**src/rtl/excess3_pkg.sv**
```systemverilog
// Shared types and constants for the Excess-3 to BCD decoder.
package excess3_pkg;

    typedef enum logic [1:0] {
        IDLE = 2'd0,
        CONV = 2'd1,
        DONE = 2'd2
    } state_t;

    localparam logic [3:0] X3_OFFSET   = 4'd3;
    localparam logic [3:0] X3_MIN      = 4'd3;
    localparam logic [3:0] X3_MAX      = 4'd12;
    localparam logic [3:0] BCD_INVALID = 4'hF;

endpackage

```
**src/rtl/excess3_digit_dec.sv**
```systemverilog
// Combinational single-digit Excess-3 decoder; illegal codes map to 4'hF with err set.
module excess3_digit_dec
    import excess3_pkg::*;
(
    input  logic [3:0] code,
    output logic [3:0] bcd,
    output logic       err
);

    logic legal;

    always_comb begin
        legal = (code >= X3_MIN) && (code <= X3_MAX);
        err   = ~legal;
        bcd   = legal ? (code - X3_OFFSET) : BCD_INVALID;
    end

endmodule

```
**src/rtl/excess3_to_bcd_seq.sv**
```systemverilog
// Multi-digit Excess-3 to BCD decoder, one digit per clock, MSD first.
// Define EXCESS3_BIN_EN to add the out_bin port and its binary accumulator.
//
// state | meaning
// IDLE  | in_ready=1, waiting for a word
// CONV  | decoding digit idx, counting down to digit 0
// DONE  | out_valid=1, result held until out_ready
module excess3_to_bcd_seq
    import excess3_pkg::*;
#(
    parameter int DIGITS = 4
) (
    input  logic                  clk,
    input  logic                  rst_n,
    input  logic                  in_valid,
    output logic                  in_ready,
    input  logic [4*DIGITS-1:0]   in_data,
    output logic                  out_valid,
    input  logic                  out_ready,
    output logic [4*DIGITS-1:0]   out_bcd,
    output logic [DIGITS-1:0]     out_err,
`ifdef EXCESS3_BIN_EN
    output logic [$clog2(10**DIGITS)-1:0] out_bin,
`endif
    output logic                  out_any_err
);

    localparam int IDX_W = (DIGITS > 1) ? $clog2(DIGITS) : 1;
`ifdef EXCESS3_BIN_EN
    localparam int BIN_W = $clog2(10**DIGITS);
`endif

    state_t                state;
    logic [IDX_W-1:0]      idx;
    logic [4*DIGITS-1:0]   data_q;
    logic [3:0]            dig_code;
    logic [3:0]            dig_bcd;
    logic                  dig_err;

    assign dig_code = data_q[{idx, 2'b00} +: 4];

    excess3_digit_dec u_dec (
        .code (dig_code),
        .bcd  (dig_bcd),
        .err  (dig_err)
    );

    always_ff @(posedge clk) begin
        if (!rst_n) begin
            state       <= IDLE;
            idx         <= '0;
            data_q      <= '0;
            in_ready    <= 1'b1;
            out_valid   <= 1'b0;
            out_bcd     <= '0;
            out_err     <= '0;
            out_any_err <= 1'b0;
`ifdef EXCESS3_BIN_EN
            out_bin     <= '0;
`endif
        end else begin
            case (state)
                IDLE: begin
                    if (in_valid && in_ready) begin
                        data_q      <= in_data;
                        idx         <= IDX_W'(DIGITS - 1);
                        out_bcd     <= '0;
                        out_err     <= '0;
                        out_any_err <= 1'b0;
`ifdef EXCESS3_BIN_EN
                        out_bin     <= '0;
`endif
                        in_ready    <= 1'b0;
                        state       <= CONV;
                    end
                end
                CONV: begin
                    out_bcd[{idx, 2'b00} +: 4] <= dig_bcd;
                    out_err[idx]               <= dig_err;
                    out_any_err                <= out_any_err | dig_err;
`ifdef EXCESS3_BIN_EN
                    // An illegal digit anywhere zeroes the final binary value
                    if ((idx == '0) && (out_any_err || dig_err))
                        out_bin <= '0;
                    else
                        out_bin <= out_bin * BIN_W'(10) + BIN_W'(dig_bcd);
`endif
                    if (idx == '0) begin
                        out_valid <= 1'b1;
                        state     <= DONE;
                    end else begin
                        idx <= idx - 1'b1;
                    end
                end
                DONE: begin
                    if (out_ready) begin
                        out_valid <= 1'b0;
                        in_ready  <= 1'b1;
                        state     <= IDLE;
                    end
                end
                default: state <= IDLE;
            endcase
        end
    end

endmodule

```
**config.mk**
```make
export PLATFORM = sky130hd
export DESIGN_NAME = excess3_to_bcd_seq
export DESIGN_NICKNAME = d
export VERILOG_FILES = /design/src/rtl/excess3_pkg.sv /design/src/rtl/excess3_digit_dec.sv /design/src/rtl/excess3_to_bcd_seq.sv
export SDC_FILE = /design/constraint.sdc
export NUM_CORES = 1
export LEC_CHECK = 0
export BUFFER_PORTS_ARGS = -buffer_cell sky130_fd_sc_hd__buf_2
export CAP_MARGIN = 40
export CORE_ASPECT_RATIO = 0.6
export CORE_MARGIN = 8
export CORE_UTILIZATION = 35
export CTS_BUF_LIST = sky130_fd_sc_hd__clkbuf_4 sky130_fd_sc_hd__clkbuf_8
export DETAILED_ROUTE_END_ITERATION = 8
export GPL_TIMING_DRIVEN = 0
export HOLD_SLACK_MARGIN = 0.12
export PLACE_DENSITY = 0.56
export SYNTH_ARGS = -nofsm -noshare
export SYNTH_HDL_FRONTEND = slang
export SYNTH_HIERARCHICAL = 1
export SYNTH_SLANG_ARGS = --single-unit
```
**constraint.sdc**
```tcl
create_clock -name clk -period 3.5 [get_ports clk]
set_input_delay 0.35 -clock clk [delete_from_list [all_inputs] [get_ports clk]]
set_output_delay 0.35 -clock clk [all_outputs]
set_load 0.01 [all_outputs]
```
After elaboration in Yosys (flattened, before gate mapping)

Cells that the tools add are included.

Bits in registers: 43
Input port bits: 20

Add/sub/neg operators: 3
Reduce and logical (&&, ||, !) cells: 14
Multiplexer cells: 23
Magnitude comparators: 4
Shift operators: 3
Bitwise operators: 2
Eq/ne operators: 6

Operator list:

| kind                                                                                 | number |
|---|---|
| 16-bit case mux with 2 select lines                                                  | 1 |
| 16-bit bitwise mux                                                                   | 1 |
| 16-bit two-way mux                                                                   | 1 |
| 4-bit by 6-bit variable shift with 16-bit output (first input constant)              | 1 |
| 16-bit by 5-bit variable part select with 4-bit output                               | 1 |
| 4-bit by 6-bit variable part select with 16-bit output                               | 1 |
| 3-bit AND reduction                                                                  | 4 |
| 2-bit two-way mux                                                                    | 5 |
| 4-bit two-way mux                                                                    | 2 |
| 2-bit != test (second input constant)                                                | 4 |
| 4-bit case mux with 2 select lines                                                   | 1 |
| 4-bit negator with 6-bit output                                                      | 1 |
| 1-bit case mux with 2 select lines                                                   | 3 |
| 2-bit case mux with 3 select lines                                                   | 1 |
| 2-bit nonzero test                                                                   | 3 |
| 1-bit two-way mux                                                                    | 5 |
| 4-bit bitwise mux                                                                    | 1 |
| 4-bit by 2-bit greater-or-equal comparator with 1-bit output (second input constant) | 1 |
| 4-bit <= comparator (second input constant)                                          | 1 |
| 2-bit logical NOT                                                                    | 2 |
| 2-bit case mux with 2 select lines                                                   | 1 |
| 2-bit AND reduction                                                                  | 2 |
| 4-bit by 2-bit subtractor with 4-bit output (second input constant)                  | 1 |
| 1-bit logical AND                                                                    | 3 |
| 8 further kinds                                                                      | 8 |

Logic depth before layout (Yosys ltp)

Gate-level depths: netlist of the first run.

Word-level depth: 7
Depth in mapped cells: 8
Depth with buffers taken out: 7

Cells and area by module

The synthesis of the first run kept the hierarchy.

By module, submodules not included:

| module             | times used | area an instance (µm²) | cells an instance | seq. area each (µm²) |
|---|---|---|---|---|
| excess3_to_bcd_seq | 1          | 1,896.8                | 204               | 860.8 |
| excess3_digit_dec  | 1          | 122.6                  | 17                | 0.0 |

Worst setup path before layout of the first run

Ideal clock, no wire load.

Path kind: register to register
Start point: register idx[0]
End point: register out_err[0]
Path slack: 1.396 ns
Required time: 3.428 ns
Stages on the path, launching flop included: 7
Period minus slack after synthesis: 2.104 ns
Arrival time: 2.032 ns
Buffers on the path: 1
Cell sequence: dfxtp_1 buf_2 mux4_2 ha_1 o31ai_1 nand4_1 mux2i_1

Longest elaborated chain between the ends: 6
Elaborated cells between the ends (all ways): 12

Ends and longest elaborated chain:

| item                                                                                                | line                     | source |
|---|---|---|
| from (decl)                                                                                         | excess3_to_bcd_seq.sv:34 | `logic [IDX_W-1:0] idx;` |
| from (signal assigned)                                                                              | excess3_to_bcd_seq.sv:66 | `idx <= IDX_W'(DIGITS - 1);` |
| from (signal assigned)                                                                              | excess3_to_bcd_seq.sv:92 | `idx <= idx - 1'b1;` |
| 16-bit by 5-bit variable part select with 4-bit output (*)                                          | excess3_to_bcd_seq.sv:40 | `assign dig_code = data_q[{idx, 2'b00} +: 4];` |
| via dig_code[0]                                                                                     | excess3_to_bcd_seq.sv:36 | `logic [3:0] dig_code;` |
| 4-bit by 2-bit greater-or-equal comparator with 1-bit output or 4-bit <= comparator (tied branches) | excess3_digit_dec.sv:13  | `legal = (code >= X3_MIN) && (code <= X3_MAX);` |
| 1-bit logical AND (*)                                                                               | excess3_digit_dec.sv:13  |  |
| 1-bit inverter (*)                                                                                  | excess3_digit_dec.sv:14  | `err = ~legal;` |
| via dig_err                                                                                         | excess3_to_bcd_seq.sv:38 | `logic dig_err;` |
| 4-bit bitwise mux (*)                                                                               | excess3_to_bcd_seq.sv:79 | `out_err[idx] <= dig_err;` |
| 4-bit case mux with 2 select lines (*)                                                              | excess3_to_bcd_seq.sv:62 | `case (state)` |
| to (signal, indexed assignment)                                                                     | excess3_to_bcd_seq.sv:79 |  |
| to (decl)                                                                                           | excess3_to_bcd_seq.sv:21 | `output logic [DIGITS-1:0] out_err,` |

The timed path passes the listed nets; every way through them passes the cells marked *.
A chain may end at the register's enable or synchronous reset.

Final worst setup path of the first run

Start point: register idx[0]
End point: register out_err[1]

Same word-level chain as after synthesis.

==> out/results.ini, run 1 <==
[outcome]
status = complete, no violations

[yosys]
synth_warnings = 6
synth_seq_area_share = 0.4263
asyncSetResetFlopFracSynth = 0
ys_seq_elements = 43
synthCells = 221
synth_edf_count = 0
synth_area_per_cell_sq_um = 9.138
synth.cell_area_sq_mm = 0.002019
syn_nets = 250
ys_types = 39
postSynth.topFlopCell = dfxtp_1

[sta]
finalCritPeriodShare = 0.7530
worst_slew_margin_rel = 0.5087
finalWorstPathRequiredPeriod_ns = 2.636
clock.fmax_mhz = 379.4
unrepaired_setup_endpoints_after_global_routing = no
setup_total_negative_slack_ns = 0
timing_worst_slew_pin_value_ns = 0.7307
final.setup_skew_ns = 0.007948
finalHoldViolations = 0
report.final.setup_viol = 0
drv_slew = 0
hold-worst-slack_ns = 0.2703

[power_and_ir_drop]
internal-power_mw = 0.8402
p_leak_nw = 0.9897
total_power_mw = 1.202
p_comb_frac = 0.216
p_per_area_mw_per_mm2 = 493.0
part_of_the_power_in_registers = 0.451
clock_power_share = 0.332
irDropWorstVdd_v = 0.0001895
p_switching_mw = 0.3616
swShare = 0.3009

[critical_path]
timing.critical_path.from = idx[0]
reg2reg_to = out_err[1]
critPathMaxStageDelay_ns = 0.62
crit_chain = buf_2, mux4_2, ha_1, o31ai_1, nand2_1, o21ai_0
start_kind = flip-flop
worst-path-buf-inv = 1
reg2reg_setup_slack_ns = 0.86
crit_fanout = 10
timing.critical_path.max_delay_family = compound AO/OA/AOI/OAI gates
timing.reg2reg.worst_path_depth = 6
critPathSlowestCell = o31ai_1
timing.rr.start = idx[0]
crit_arrival_ns = 2.87
critPathRequiredTime_ns = 3.73
element_type_at_the_critical_path_end = flip-flop
timing.setup.critical_path_class = flip-flop to flip-flop

[floorplanning]
design.portCount = 43
fp.coreArea_sq_mm = 0.005570
total_number_of_placement_rows = 21
starting_density_of_the_core = 0.3625
die_area_sq_mm = 0.008537
chipWidth_um = 114.1
die_y_um = 74.84

[routing]
post-route-drc-count = 0
detail_route.first_pass.iterations = 5
drt_first_iter_violations = 72
antenna_left = 0
route.final.wire_length_mm = 5.050
drt-vias-per-instance = 4.900
total_vias_in_the_final_route = 1715
routed_wire_length_per_instance_um = 14.43

[placed_design]
place.port_buffers = 41
detailed_place.area_sq_mm = 0.002325
post-dp-hpwl_mm = 3.841
gp_congestion = 0.8089

[clock_network]
postCtsHoldBufs = 0
cts.path.max_buffers = 2
cts_max_level = 2
cts_repair_resize_count = 0
clk_lat_worst_skew_ns = 0.30
clk_pin_slew_ns = 0.09
cts_inserted_buffers = 5
post-cts-setup-buffer-count = 0
cts_num_sinks = 43
cts_root_buffer = clkbuf_8
tritoncts = yes

[final_layout]
diodes = 0
highest_count_cells_in_the_layout_ignoring_fill_and_taps = nand2_1, buf_2, dfxtp_1
design.final.nets = 298
syn2layout_area_growth_pct = 20.69
stdcell_area_sq_mm = 0.002437
final_core_area_utilization = 0.4376
drive_gt1_frac = 0.2778
layout_commonest_cell = nand2_1

[global_routing]
grt_use_met2 = 0.1597
largest_net_degree_at_the_start_of_global_routing = 15
antenna_violations_before_repair = 0
grt_remaining_overflow = 0
use_met3 = 0.04003
global_route.usage.total = 0.1243
grt_use_met1 = 0.1878
grt_pass1_wl_mm = 8.286
globalRoute.busiestLayer = met1
first_global_vias = 1590

[hold_path]
min_path_cells = 3
hold_path.startpoint = in_data[9]
holdCritPathClass = input pin to flip-flop
min_to = data_q[9]

[job]
drv.max_cap_violation_count = 0

[layout make-up]
type | count | area [sq um]
clock inverter | 3 | 43.79
inverter | 15 | 56.30
timing repair buffer | 41 | 205.2
sequential | 43 | 860.8
buffer | 12 | 77.57
clock buffer | 5 | 68.82
fill | 586 | 3133
tap | 80 | 100.1
multi-input combinational | 151 | 1025
[cell usage after synthesis (2+ instances only)]
library cell  instances  area, sq um
a211oi_2              2        25.02
a21oi_1              23        115.1
a31o_2                2        17.52
a31oi_2               2        25.02
buf_2                 5        25.02
buf_4                 3        22.52
buf_6                 2        22.52
clkbuf_1              2        7.510
dfxtp_1              43        860.8
ha_1                  9        112.6
inv_1                15        56.30
mux2i_1               2        20.02
mux4_2                4        90.09
nand2_1              47        176.4
nand2b_1              2        12.51
nand3_1               4        20.02
nand3b_1              4        30.03
nand4_1               4        25.02
nor2_1                4        15.01
nor2b_1               4        25.02
nor3_2                2        20.02
o21ai_0               4        20.02
o22ai_1               8        50.05
o2bb2ai_1             8        70.07
o311ai_1              2        17.52
[per-stage QoR]
stage / setup slack, ns / instances
final: 0.8644 / 350
after global routing: 0.6500 / 350
after CTS: 0.8730 / 350
after detailed placement: 0.8842 / 342
after global placement: 0.9122 / 342
after floorplan: 1.396 / 221
[worst max-delay path by stage]
stage	endpoint	cells past startpoint	slack (ns)
final	out_err[1]	6	0.86
after global routing	out_err[2]	6	0.65
after CTS	out_err[3]	6	0.87
after detailed placement	out_err[3]	6	0.88
after global placement	out_err[2]	6	0.91
after floorplan	out_err[0]	6	1.40
[per-layer routing]
layer  share of wire  vias up
met3           0.049        7
li1                -      871
met2            0.37       38
met5               0        -
met4          0.0091        0
met1            0.58      799
[logic make-up (layout without fill, tap and decap cells)]
group                      after synthesis  count (layout)  share of synthesized area
adders and majority gates                9               9                    0.05576
DFF                                     43              43                     0.4263
muxes                                    6               6                    0.05453
AOI/OAI and AO/OA                       55              55                     0.1840
and+or+nand+nor                         81              81                     0.2131
buffers and inverters                   27              76                    0.06629
[sequential cells by signal, summed over array words and instances (netlist names)]
| signal | flops |
|---|---|
| out_any_err | 1 |
| out_valid | 1 |
| data_q | 16 |
| in_ready | 1 |
| state | 2 |
| out_bcd | 16 |
| out_err | 4 |
| idx | 2 |
[power by group through the flow]
stage,Sequential (mW),Clock [mW],Combinational [mW]
6_report,0.543,0.399,0.260
5_1_grt,0.547,0.424,0.289
4_1_cts,0.543,0.407,0.262
3_5_place_dp,0.554,0,0.261
3_3_place_gp,0.554,0,0.258
2_1_floorplan,0.550,0,0.188
[worst register-to-register path: cells and delay by family, from the launching register on]
kind                       cells  cell delay, ns
muxes                          1            0.60
AOI/OAI and AO/OA              2            0.83
adders and majority gates      1            0.29
and+or+nand+nor                1            0.15
DFF                            1            0.40
buffers and inverters          1            0.30
(Power assumes the default switching activity.)
==> inputs of run 2 (changes only) <==
- clock period: 3.5 -> 2.45 ns (I/O delays scaled with it)
==> run 2 against run 1 <==
Clock power is 43% higher; largest cell class unchanged; first-iteration DRC count shrank 17%; clock skew shrank 0.00091 ns; register-to-register slack lost 0.66 ns; critical path type unchanged.
==> out/results.ini, run 2 (synthesis gave the netlist of run 1 again) <==
[floorplanning]
fp.coreArea_sq_mm = 0.005570  ; unchanged
starting_density_of_the_core = 0.3625  ; unchanged
design.portCount = 43  ; unchanged
chipWidth_um = 114.1  ; unchanged
die_y_um = 74.84  ; unchanged
total_number_of_placement_rows = 21  ; unchanged
die_area_sq_mm = 0.008537  ; unchanged

[sta]
report.final.setup_viol = 0  ; unchanged
setup_total_negative_slack_ns = 0  ; unchanged
finalHoldViolations = 0  ; unchanged
finalWorstPathRequiredPeriod_ns = 2.245  ; was 2.636 ns
unrepaired_setup_endpoints_after_global_routing = no  ; unchanged
layout_setup_ws_ns = 0.2053  ; was 0.8644 ns
final.setup_skew_ns = 0.007039  ; was 0.007948 ns
hold-worst-slack_ns = 0.1657  ; was 0.2703 ns
clock.fmax_mhz = 445.5  ; was 379.4 MHz
drv_slew = 0  ; unchanged
finalCritPeriodShare = 0.9162  ; was 0.7530
timing_worst_slew_pin_value_ns = 0.4846  ; was 0.7307 ns
worst_slew_margin_rel = 0.6769  ; was 0.5087

[critical_path]
crit_fanout = 10  ; unchanged
start_kind = flip-flop  ; unchanged
worst-path-buf-inv = 1  ; unchanged
crit_arrival_ns = 2.47  ; was 2.87 ns
timing.setup.critical_path_class = flip-flop to flip-flop  ; unchanged
critPathMaxStageDelay_ns = 0.57  ; was 0.62 ns
crit_chain = buf_6, mux4_2, ha_1, a31oi_1, a2bb2oi_1, nand2_1, o22ai_1  ; was buf_2, mux4_2, ha_1, o31ai_1, nand2_1, o21ai_0
element_type_at_the_critical_path_end = flip-flop  ; unchanged
timing.critical_path.max_delay_family = multiplexers  ; was compound AO/OA/AOI/OAI gates
critPathSlowestCell = mux4_2  ; was o31ai_1
critPathRequiredTime_ns = 2.68  ; was 3.73 ns

[placed_design]
detailed_place.area_sq_mm = 0.002325  ; unchanged
placed_cells_incl_taps = 342  ; unchanged
place.port_buffers = 41  ; unchanged
gp_congestion = 0.8089  ; unchanged
place_worst_setup_slack_ns = -0.1658  ; was 0.8842 ns
post-dp-hpwl_mm = 3.841  ; unchanged

[clock_network]
cts_max_level = 2  ; unchanged
cts_root_buffer = clkbuf_8  ; unchanged
cts_inserted_buffers = 5  ; unchanged
clk_lat_worst_skew_ns = 0.30  ; about the same
postCtsHoldBufs = 0  ; unchanged
clk_pin_slew_ns = 0.09  ; about the same
tritoncts = yes  ; unchanged
cts_num_sinks = 43  ; unchanged
cts.path.max_buffers = 2  ; unchanged

[routing]
drt-vias-per-instance = 4.883  ; was 4.900
antenna_left = 0  ; unchanged
detail_route.first_pass.iterations = 4  ; was 5
route.final.wire_length_mm = 5.102  ; was 5.050 mm
drt_first_iter_violations = 60  ; was 72
total_vias_in_the_final_route = 1709  ; was 1715
routed_wire_length_per_instance_um = 14.58  ; was 14.43 um
post-route-drc-count = 0  ; unchanged

[global_routing]
largest_net_degree_at_the_start_of_global_routing = 15  ; unchanged
antenna_violations_before_repair = 0  ; unchanged
first_global_vias = 1586  ; was 1590
grt_remaining_overflow = 0  ; unchanged
grt_pass1_wl_mm = 8.280  ; was 8.286 mm
global_route.usage.total = 0.1243  ; unchanged

[final_layout]
stdcell_area_sq_mm = 0.002457  ; was 0.002437 sq mm
diodes = 0  ; unchanged
syn2layout_area_growth_pct = 21.69  ; was 20.69%
biggestRegsByFlops = data_q x16, out_bcd x16, out_err x4  ; unchanged
highest_count_cells_in_the_layout_ignoring_fill_and_taps = nand2_1, buf_2, dfxtp_1  ; unchanged
stdcell_count = 350  ; unchanged
drive_gt1_frac = 0.2815  ; was 0.2778
layout_commonest_cell = nand2_1  ; unchanged
design.final.nets = 298  ; unchanged
final_core_area_utilization = 0.4412  ; was 0.4376

[outcome]
status = complete, no violations  ; unchanged

[job]
drv.max_cap_violation_count = 0  ; unchanged

[power_and_ir_drop]
irDropWorstVdd_v = 0.0002717  ; was 0.0001895 V
p_leak_nw = 0.9950  ; was 0.9897 nW
total_power_mw = 1.728  ; was 1.202 mW
p_per_area_mw_per_mm2 = 703.4  ; was 493.0 mW/mm^2

[hold_path]
holdCritPathClass = input pin to flip-flop  ; unchanged

[run 2: worst register-to-register path, stage by stage, from the launching register on]
cell and delay, ns:
dfxtp_1 0.42, buf_6 0.19, mux4_2 0.57, ha_1 0.32, a31oi_1 0.16, a2bb2oi_1 0.17
nand2_1 0.15, o22ai_1 0.19
[run 2: layout make-up]
class                   instances  area [sq um]
multi-input cells             151          1039
fillers                       588          3113
inverters                      15         56.30
flip-flops and latches         43         860.8
plain buffers                  12         83.83
clock buffers                   5         68.82
clock inverters                 3         43.79
repair buffers                 41         205.2
well taps                      80         100.1
[run 2: what timing repair did]
item,in CTS,in global routing
setup buffers,0,0
setup endpoints to repair,5,18
pin swaps,0,0
resized for setup,1,4
[run 2: layer usage]
metal | global-route usage | share of wire
met1 | 0.1878 | 0.58
met4 | 0.03075 | 0.0090
met2 | 0.1597 | 0.36
met3 | 0.04003 | 0.047
met5 | 0 | 0
[run 2: final timing paths]
kind              start    endpoint  slack [ns]  depth (start not counted)
min reg2reg  out_bcd[3]  out_bcd[3]        0.45                          2
max reg2reg      idx[0]  out_bcd[7]        0.21                          7
min          in_data[9]   data_q[9]        0.17                          3
max              idx[0]  out_bcd[7]        0.21                          7
[run 2: report_power, final]
part           leakage, nW  internal (mW)  switching [mW]  total (mW)
sequential           0.350          0.740          0.0362       0.776
clock               0.0581          0.304           0.265       0.569
combinational        0.587          0.165           0.219       0.383
total                0.995           1.21           0.520        1.73
